<file path="config.mk">
export PLATFORM = sky130hd
export DESIGN_NAME = fp_norm_shift_16bit
export DESIGN_NICKNAME = d
export VERILOG_FILES = /design/src/rtl/fp_norm_shift_16bit.sv
export SDC_FILE = /design/constraint.sdc
export NUM_CORES = 1
export LEC_CHECK = 0
export ABC_AREA = 1
export CORE_UTILIZATION = 57
export DETAILED_ROUTE_END_ITERATION = 8
export PLACE_DENSITY_LB_ADDON = 0.12
export SETUP_SLACK_MARGIN = 0.2
export SYNTH_ARGS = -nofsm -noshare
export SYNTH_HDL_FRONTEND = slang
export SYNTH_SLANG_ARGS = --single-unit
</file>
<file path="constraint.sdc">
create_clock -name i_clk -period 2.7 [get_ports i_clk]
set_input_delay 0.54 -clock i_clk [delete_from_list [all_inputs] [get_ports i_clk]]
set_output_delay 0.54 -clock i_clk [all_outputs]
set_load 0.02 [all_outputs]
</file>
<file path="src/rtl/fp_norm_shift_16bit.sv">
// fp_norm_shift_16bit
// Post-add normalization stage for a 16-bit mantissa datapath. Takes the raw
// 17-bit adder sum (bit 16 = carry), the biased exponent and sign, plus the
// leading-one index / zero flag from the LOPD. Produces a mantissa with the
// leading one at bit 15 (unless subnormal or zero), the adjusted exponent
// and exclusive status flags (zero / subnormal / overflow).
//
// Ports:
//   i_clk, i_rst         clock (rising edge), synchronous active-high reset
//   i_valid / o_ready    upstream handshake
//   i_sign, i_exp,       operand: sign, biased exponent (EXP_W bits),
//   i_mant               raw 17-bit mantissa sum
//   i_pos_one,           leading-one index of i_mant[15:0] and its
//   i_zero_flag          all-zero flag, both from the LOPD
//   o_valid / i_ready    downstream handshake
//   o_sign, o_exp,       normalized sign, exponent, 16-bit mantissa
//   o_mant
//   o_guard              bit dropped by the carry right-shift
//   o_zero, o_subnormal, result status, at most one set
//   o_overflow
//
// Handshake (valid/ready): a word moves across an interface on a rising
// edge where valid and ready are both high. Once valid is raised it stays
// high, with data unchanged, until that transfer happens. Ready may depend
// combinationally on the downstream ready (no bubble at full throughput).
//
// Pipeline: stage 1 classifies and computes shift/exponent; stage 2 does the
// barrel shift and drives the output registers. Latency 2, throughput 1.

module fp_norm_shift_16bit #(
  parameter int EXP_W = 8
) (
  input  logic             i_clk,
  input  logic             i_rst,
  input  logic             i_valid,
  output logic             o_ready,
  input  logic             i_sign,
  input  logic [EXP_W-1:0] i_exp,
  input  logic [16:0]      i_mant,
  input  logic [3:0]       i_pos_one,
  input  logic             i_zero_flag,
  output logic             o_valid,
  input  logic             i_ready,
  output logic             o_sign,
  output logic [EXP_W-1:0] o_exp,
  output logic [15:0]      o_mant,
  output logic             o_guard,
  output logic             o_zero,
  output logic             o_subnormal,
  output logic             o_overflow
);

  localparam logic [EXP_W-1:0] EXP_MAX = '1;

  // Stage 1 registers
  logic             s1_valid;
  logic             s1_sign;
  logic [EXP_W-1:0] s1_exp;
  logic [16:0]      s1_mant;
  logic [3:0]       s1_sh;
  logic             s1_carry;
  logic             s1_zero;
  logic             s1_sub;
  logic             s1_ovf;

  // Advance: a stage takes new content when it is empty or its content moves on.
  logic s1_advance;
  logic s2_advance;

  assign s2_advance = ~o_valid | i_ready;
  assign s1_advance = ~s1_valid | s2_advance;
  assign o_ready    = s1_advance;

  // Stage 1 classification (first match: carry, zero, normal/subnormal)
  logic [3:0]       c_lz;
  logic [3:0]       c_sub_sh;
  logic [EXP_W-1:0] c_exp_inc;
  logic [EXP_W-1:0] c_exp;
  logic [3:0]       c_sh;
  logic             c_carry;
  logic             c_zero;
  logic             c_sub;
  logic             c_ovf;

  always_comb begin
    c_lz      = 4'd15 - i_pos_one;
    c_exp_inc = i_exp + 1'b1;
    // Only used when i_exp <= lz <= 15, so the low nibble holds the full value.
    c_sub_sh  = i_exp[3:0] - 4'd1;
    c_exp     = '0;
    c_sh      = '0;
    c_carry   = 1'b0;
    c_zero    = 1'b0;
    c_sub     = 1'b0;
    c_ovf     = 1'b0;
    if (i_mant[16]) begin
      c_carry = 1'b1;
      c_exp   = c_exp_inc;
      c_ovf   = (c_exp_inc == EXP_MAX);
    end else if (i_zero_flag) begin
      c_zero = 1'b1;
    end else if (i_exp > EXP_W'(c_lz)) begin
      c_sh  = c_lz;
      c_exp = i_exp - EXP_W'(c_lz);
    end else begin
      // Exponent cannot absorb the full shift: shift until exponent field hits
      // the subnormal encoding (biased 1 behaves as 0 with implicit scale).
      c_sub = 1'b1;
      c_sh  = (i_exp == '0) ? 4'd0 : c_sub_sh;
    end
  end

  // Stage 2 barrel shift
  logic [15:0] c_mant_out;
  logic        c_guard_out;

  always_comb begin
    c_mant_out  = '0;
    c_guard_out = 1'b0;
    if (s1_ovf) begin
      // Infinity: mantissa cleared, no rounding information carried.
      c_mant_out  = '0;
      c_guard_out = 1'b0;
    end else if (s1_carry) begin
      c_mant_out  = s1_mant[16:1];
      c_guard_out = s1_mant[0];
    end else begin
      c_mant_out  = s1_mant[15:0] << s1_sh;
    end
  end

  always_ff @(posedge i_clk) begin
    if (i_rst) begin
      s1_valid    <= 1'b0;
      s1_sign     <= 1'b0;
      s1_exp      <= '0;
      s1_mant     <= '0;
      s1_sh       <= '0;
      s1_carry    <= 1'b0;
      s1_zero     <= 1'b0;
      s1_sub      <= 1'b0;
      s1_ovf      <= 1'b0;
      o_valid     <= 1'b0;
      o_sign      <= 1'b0;
      o_exp       <= '0;
      o_mant      <= '0;
      o_guard     <= 1'b0;
      o_zero      <= 1'b0;
      o_subnormal <= 1'b0;
      o_overflow  <= 1'b0;
    end else begin
      if (s1_advance) begin
        s1_valid <= i_valid;
        if (i_valid) begin
          s1_sign  <= i_sign;
          s1_exp   <= c_exp;
          s1_mant  <= i_mant;
          s1_sh    <= c_sh;
          s1_carry <= c_carry;
          s1_zero  <= c_zero;
          s1_sub   <= c_sub;
          s1_ovf   <= c_ovf;
        end
      end
      if (s2_advance) begin
        o_valid <= s1_valid;
        if (s1_valid) begin
          o_sign      <= s1_sign;
          o_exp       <= s1_exp;
          o_mant      <= c_mant_out;
          o_guard     <= c_guard_out;
          o_zero      <= s1_zero;
          o_subnormal <= s1_sub;
          o_overflow  <= s1_ovf;
        end
      end
    end
  end

endmodule

</file>
# Yosys cells after proc, flatten, opt, wreduce, memory -nomap -nowiden
# Index checks and enable logic that the tools add are counted.
[word_totals]
register_bits = 65
elab_cells = 49
[classes]
addsub = 4
magnitude_cmp = 1
n_eq_ne = 1
shift = 1
mux = 18
bitwise_logic = 4
reduce_logical = 3
[ops]
columns = ["cell", "count"]
rows = [
  ["2-to-1 mux 16 bit", 2],
  ["2-to-1 mux 8 bit", 3],
  ["2-to-1 mux 4 bit", 4],
  ["<< shifter 16 x 4 -> 16 bit", 1],
  ["2-to-1 mux 1 bit", 9],
  ["adder 8 x 1 -> 8 bit (second input constant)", 1],
  ["== test 8 bit (second input constant)", 1],
  ["> comparator 8 x 4 -> 1 bit", 1],
  ["zero test 8 bit", 1],
  ["subtractor 8 x 4 -> 8 bit", 1],
  ["AND reduction 2 bit", 2],
  ["subtractor 4 x 1 -> 4 bit (second input constant)", 1],
  ["subtractor 4 bit (first input constant)", 1],
  ["inverter 1 bit", 2],
  ["bitwise OR 1 bit", 2],
]

# Logic depth before layout (Yosys ltp)
[depth]
ltp_word = 5
depth_mapped = 12
depth_no_buf = 12

# Worst setup path after synthesis
# No wires, ideal clock.
[synth_path]
kind = "input port to flip-flop"
startpoint = "input i_exp[0]"
endpoint = "register s1_exp[3]"
setup_time_ps = 128
arrival_ps = 1861
required_time_ps = 2572
setup_slack_ps = 712
path_stages = 12
n_path_buf = 0
cell_sequence = "inv_1 > ha_1 > inv_1 > fa_1 > inv_1 > o21ai_2 > inv_2 > nand2_2 > nand2_4 > nor2_8 > a21oi_1 > nor2_1"
[synth_between]
elab_chain_cells = 4
elab_cells_between_ends = 6
classes_between = "add/sub (2); order compare (1); mux (3)"
[synth_rtl]
columns = ["item", "line", "text"]
rows = [
  ["start, declared", "38", "input logic [EXP_W-1:0] i_exp,"],
  ["subtractor 8 x 4 -> 8 bit / > comparator 8 x 4 -> 1 bit (equally long branches)", "104, 102", ""],
  ["2-to-1 mux 8 bit", "102", "end else if (i_exp > EXP_W'(c_lz)) begin"],
  ["2-to-1 mux 8 bit", "100", "end else if (i_zero_flag) begin"],
  ["2-to-1 mux 8 bit (*)", "96", "if (i_mant[16]) begin"],
  ["end signal, assigned", "156", "s1_exp <= c_exp;"],
  ["end, declared", "58", "logic [EXP_W-1:0] s1_exp;"],
]
# Mark *: on every way between the ends. The rest lies on a longest branch, timed or not.
# A chain may end at the register's enable or synchronous reset.

# Final worst setup path
[layout_path]
startpoint = "input i_ready"
endpoint = "output o_ready"
[layout_between]
elab_chain_cells = 2
[layout_rtl]
columns = ["item", "line", "text"]
rows = [
  ["start, declared", "43", "input logic i_ready,"],
  ["bitwise OR 1 bit", "70", "assign s2_advance = ~o_valid | i_ready;"],
  ["bitwise OR 1 bit", "71", "assign s1_advance = ~s1_valid | s2_advance;"],
  ["end, declared", "36", "output logic o_ready,"],
]
# Every way passes these cells.

==> reports/summary.txt <==
Die Wd = 81.9 µm
Clock sinks = 64
FF-to-FF Start = s1_sh[1]
I/O pins = 66
Row Count = 28
Syn Inst Count = 555
GP Congestion = 0.962
Worst EP arrival = 1750 ps
Ys async rst share = 0%
Max clock buf depth = 2
Number of DRC markers in iteration 0 = 257
Final-report max-slew violation count = 0
Post-synth EDFFs = 0
Wire per inst = 14.4 µm
Port-buffer cells = 65
Area Growth Syn to Fin = 24.3%
Vias in the first global route = 3320
Critical path type = in -> out
Post-synthesis average cell area = 6.56 µm²
Clock Skews = 15.4 ps
Reg-to-reg setup timing slack = 940 ps
DP Worst Slack = 178 ps
Unrepaired setup endpoints after global routing = no
Fmax = 437 MHz
# resized after CTS = 0
Hpwl dp = 7380 µm
CP peak stage delay = 600 ps
Slowest stage cell on the critical path = clkdlybuf4s50_1
Most frequent CP cell = clkdlybuf4s50_1
Post CTS Setup Buffer Count = 0
Peak supply drop = 0.387 mV
Cell variety after synth = 33
# H-tree levels = 3
TritonCTS clock tree = yes
Worst hold start = o_mant[5]
Root Buffer = clkbuf_8
Worst-path clk slew = 80 ps
Overall Global Routing Usage = 31.7%
Worst flop-to-flop path endpoint = o_mant[12]
Hold_ws = 471 ps
CP top delay family = buffers and inverters
First-pass GRT wire length = 15900 µm
Post-Layout Cell Count = 691
Final Critical Period = 2290 ps
Setup TNS = 0 ps
Main synth FF type = dfxtp_1
Final hold violations = 0
Mapped Area = 3640 µm²
CP startpoint kind = input port
Initial Util = 60.4%
Pre-antenna DRT Iters = 5
Layout cells sized above 1 = 7.79%
Measured slew at the worst slew-check pin = 758 ps
Diode count = 0
Slew Limit Headroom = 49.4%
Final WS setup = 413 ps
Total Nets Final = 655
DRC Markers = 0
TritonCTS Buffers = 9
Number of max-cap violations = 0
Vias/cell = 5.67
Die footprint = 6710 µm²
Depth of the worst register-to-register path = 8
Hold EP = o_mant[5]
Hold depth = 2
CP Capture Type = output pin
Yosys Warn Count = 0
Final Cycle Share = 84.7%
CP required = 2160 ps
Post-DRT Antenna Nets = 0
CP bufs+invs = 3
Die Ht = 81.9 µm
Crit-path cells = clkdlybuf4s50_1 > inv_1 > nand3_2 > clkdlybuf4s50_1
Seq/Total Area, Yosys = 35.2%
GRT overflow = 0
Leakage = 1.90 nW
Placed Cells = 675
Total power = 0.00246 W
Final wirelength = 9970 µm
Via count = 3918
#FFs+latches synth = 64
Worst hold path class = reg -> reg
P per Cell Area = 544 nW/µm²
Status = finished, final reports clean
Clk_lat worst skew = 350 ps
Final setup viols = 0
Antenna violations before repair = 0
Core area = 6030 µm²
CTS Hold Buffers Added = 0
CP Depth = 4
Largest net degree at the start of global routing = 38
CP max FO = 3
Syn nets = 599
## per-layer routing
metal | vias up | routed length, µm | GRT usage [%]
met4 | 0 | 148 | 8.95
met5 | - | 0 | 0
li1 | 1929 | - | -
met3 | 15 | 738 | 8.22
met2 | 164 | 4550 | 48.4
met1 | 1810 | 4530 | 43.6
## through the flow
step	util, %	instance area, µm²
after floorplan	-	3640
after global placement	71.3	4300
after detailed placement	71.3	4300
after CTS	75.1	4520
after global routing	75.1	4520
final	75.1	4520
## worst max path at each step
stage | from | to | slack [ps]
global route | i_ready | o_ready | 350
finish | i_ready | o_ready | 410
detailed placement | i_exp[0] | s1_exp[5] | 180
floorplan | i_exp[0] | s1_exp[3] | 710
CTS | i_ready | o_ready | 400
global placement | i_exp[0] | s1_exp[3] | 250
## cell usage in the layout (no fill, tap or decap), types with 2 or more instances in the layout
cell type / Yosys / layout
nor2_1: 68 / 68
clkdlybuf4s50_1: 0 / 65
nand4_1: 3 / 3
ha_1: 8 / 8
o211ai_1: 3 / 3
bufinv_16: 0 / 2
inv_1: 29 / 29
nand2_1: 150 / 150
o22ai_1: 2 / 2
xor2_1: 5 / 5
inv_2: 5 / 5
buf_4: 3 / 9
clkbuf_8: 0 / 10
dfxtp_1: 64 / 64
nand3_2: 3 / 3
nand2_2: 4 / 4
inv_4: 3 / 3
o21ai_0: 40 / 40
o21ai_2: 2 / 2
o21bai_1: 2 / 2
a21oi_1: 46 / 46
o21ai_1: 3 / 3
nand3_1: 76 / 76
## kinds of logic (layout without fill, tap and decap cells)
| family | Yosys count | after routing | synth area share (%) |
|---|---|---|---|
| buf+inv | 66 | 127 | 8.25 |
| fa+ha+maj | 9 | 9 | 3.30 |
| simple gates | 312 | 312 | 37.7 |
| flops | 64 | 64 | 35.2 |
| compound gates | 98 | 98 | 14.1 |
| xor+xnor | 6 | 6 | 1.44 |
## synthesized netlist by cell type, types with 2 or more instances
| library cell | n | area share, % |
|---|---|---|
| buf_2 | 9 | 1.2 |
| nand3_2 | 3 | 0.83 |
| nor2_1 | 68 | 7.0 |
| xor2_1 | 5 | 1.2 |
| o211ai_1 | 3 | 0.62 |
| ha_1 | 8 | 2.8 |
| inv_2 | 5 | 0.52 |
| nand3_1 | 76 | 10 |
| o21bai_1 | 2 | 0.41 |
| inv_4 | 3 | 0.52 |
| nand2_2 | 4 | 0.69 |
| o22ai_1 | 2 | 0.34 |
| o21ai_0 | 40 | 5.5 |
| clkbuf_1 | 14 | 1.4 |
| a21oi_1 | 46 | 6.3 |
| inv_1 | 29 | 3.0 |
| nand4_1 | 3 | 0.52 |
| buf_6 | 3 | 0.93 |
| o21ai_2 | 2 | 0.48 |
| o21ai_1 | 3 | 0.41 |
| dfxtp_1 | 64 | 35 |
| nand2_1 | 150 | 15 |
| buf_4 | 3 | 0.62 |
## worst reg2reg max path: stages, from the launching register on
cell     delay (ps)
dfxtp_1         740
inv_4           210
nand3_1         130
nand2_1          70
nand2_1          80
nand3_1          90
nand3_1         150
nand2_1          80
a21oi_1         150
## report_power, final
part,total [W],leakage [nW],switching [W],internal [W]
Combinational,0.000477,1.26,0.000282,0.000195
Sequential,0.00105,0.525,0.0000488,0.000998
Clock,0.000939,0.113,0.000391,0.000548
Total,0.00246,1.90,0.000722,0.00174
## area by class of cell
cell class	count	area, µm²
timing repair buffer	74	718
inverter	37	146
sequential	64	1280
multi-input combinational	425	2060
fill	505	1500
tap	75	93.8
clock inverter	6	90.1
clock buffer	10	138
## sequential cells by signal (all words and copies together), names as in the netlist
signal,count
s1_sub,1
s1_mant,17
o_mant,16
s1_ovf,1
s1_exp,8
s1_zero,1
o_overflow,1
s1_valid,1
o_subnormal,1
s1_sh,4
o_zero,1
o_exp,8
o_guard,1
o_valid,1
s1_sign,1
o_sign,1
(Power assumes the default switching activity.)
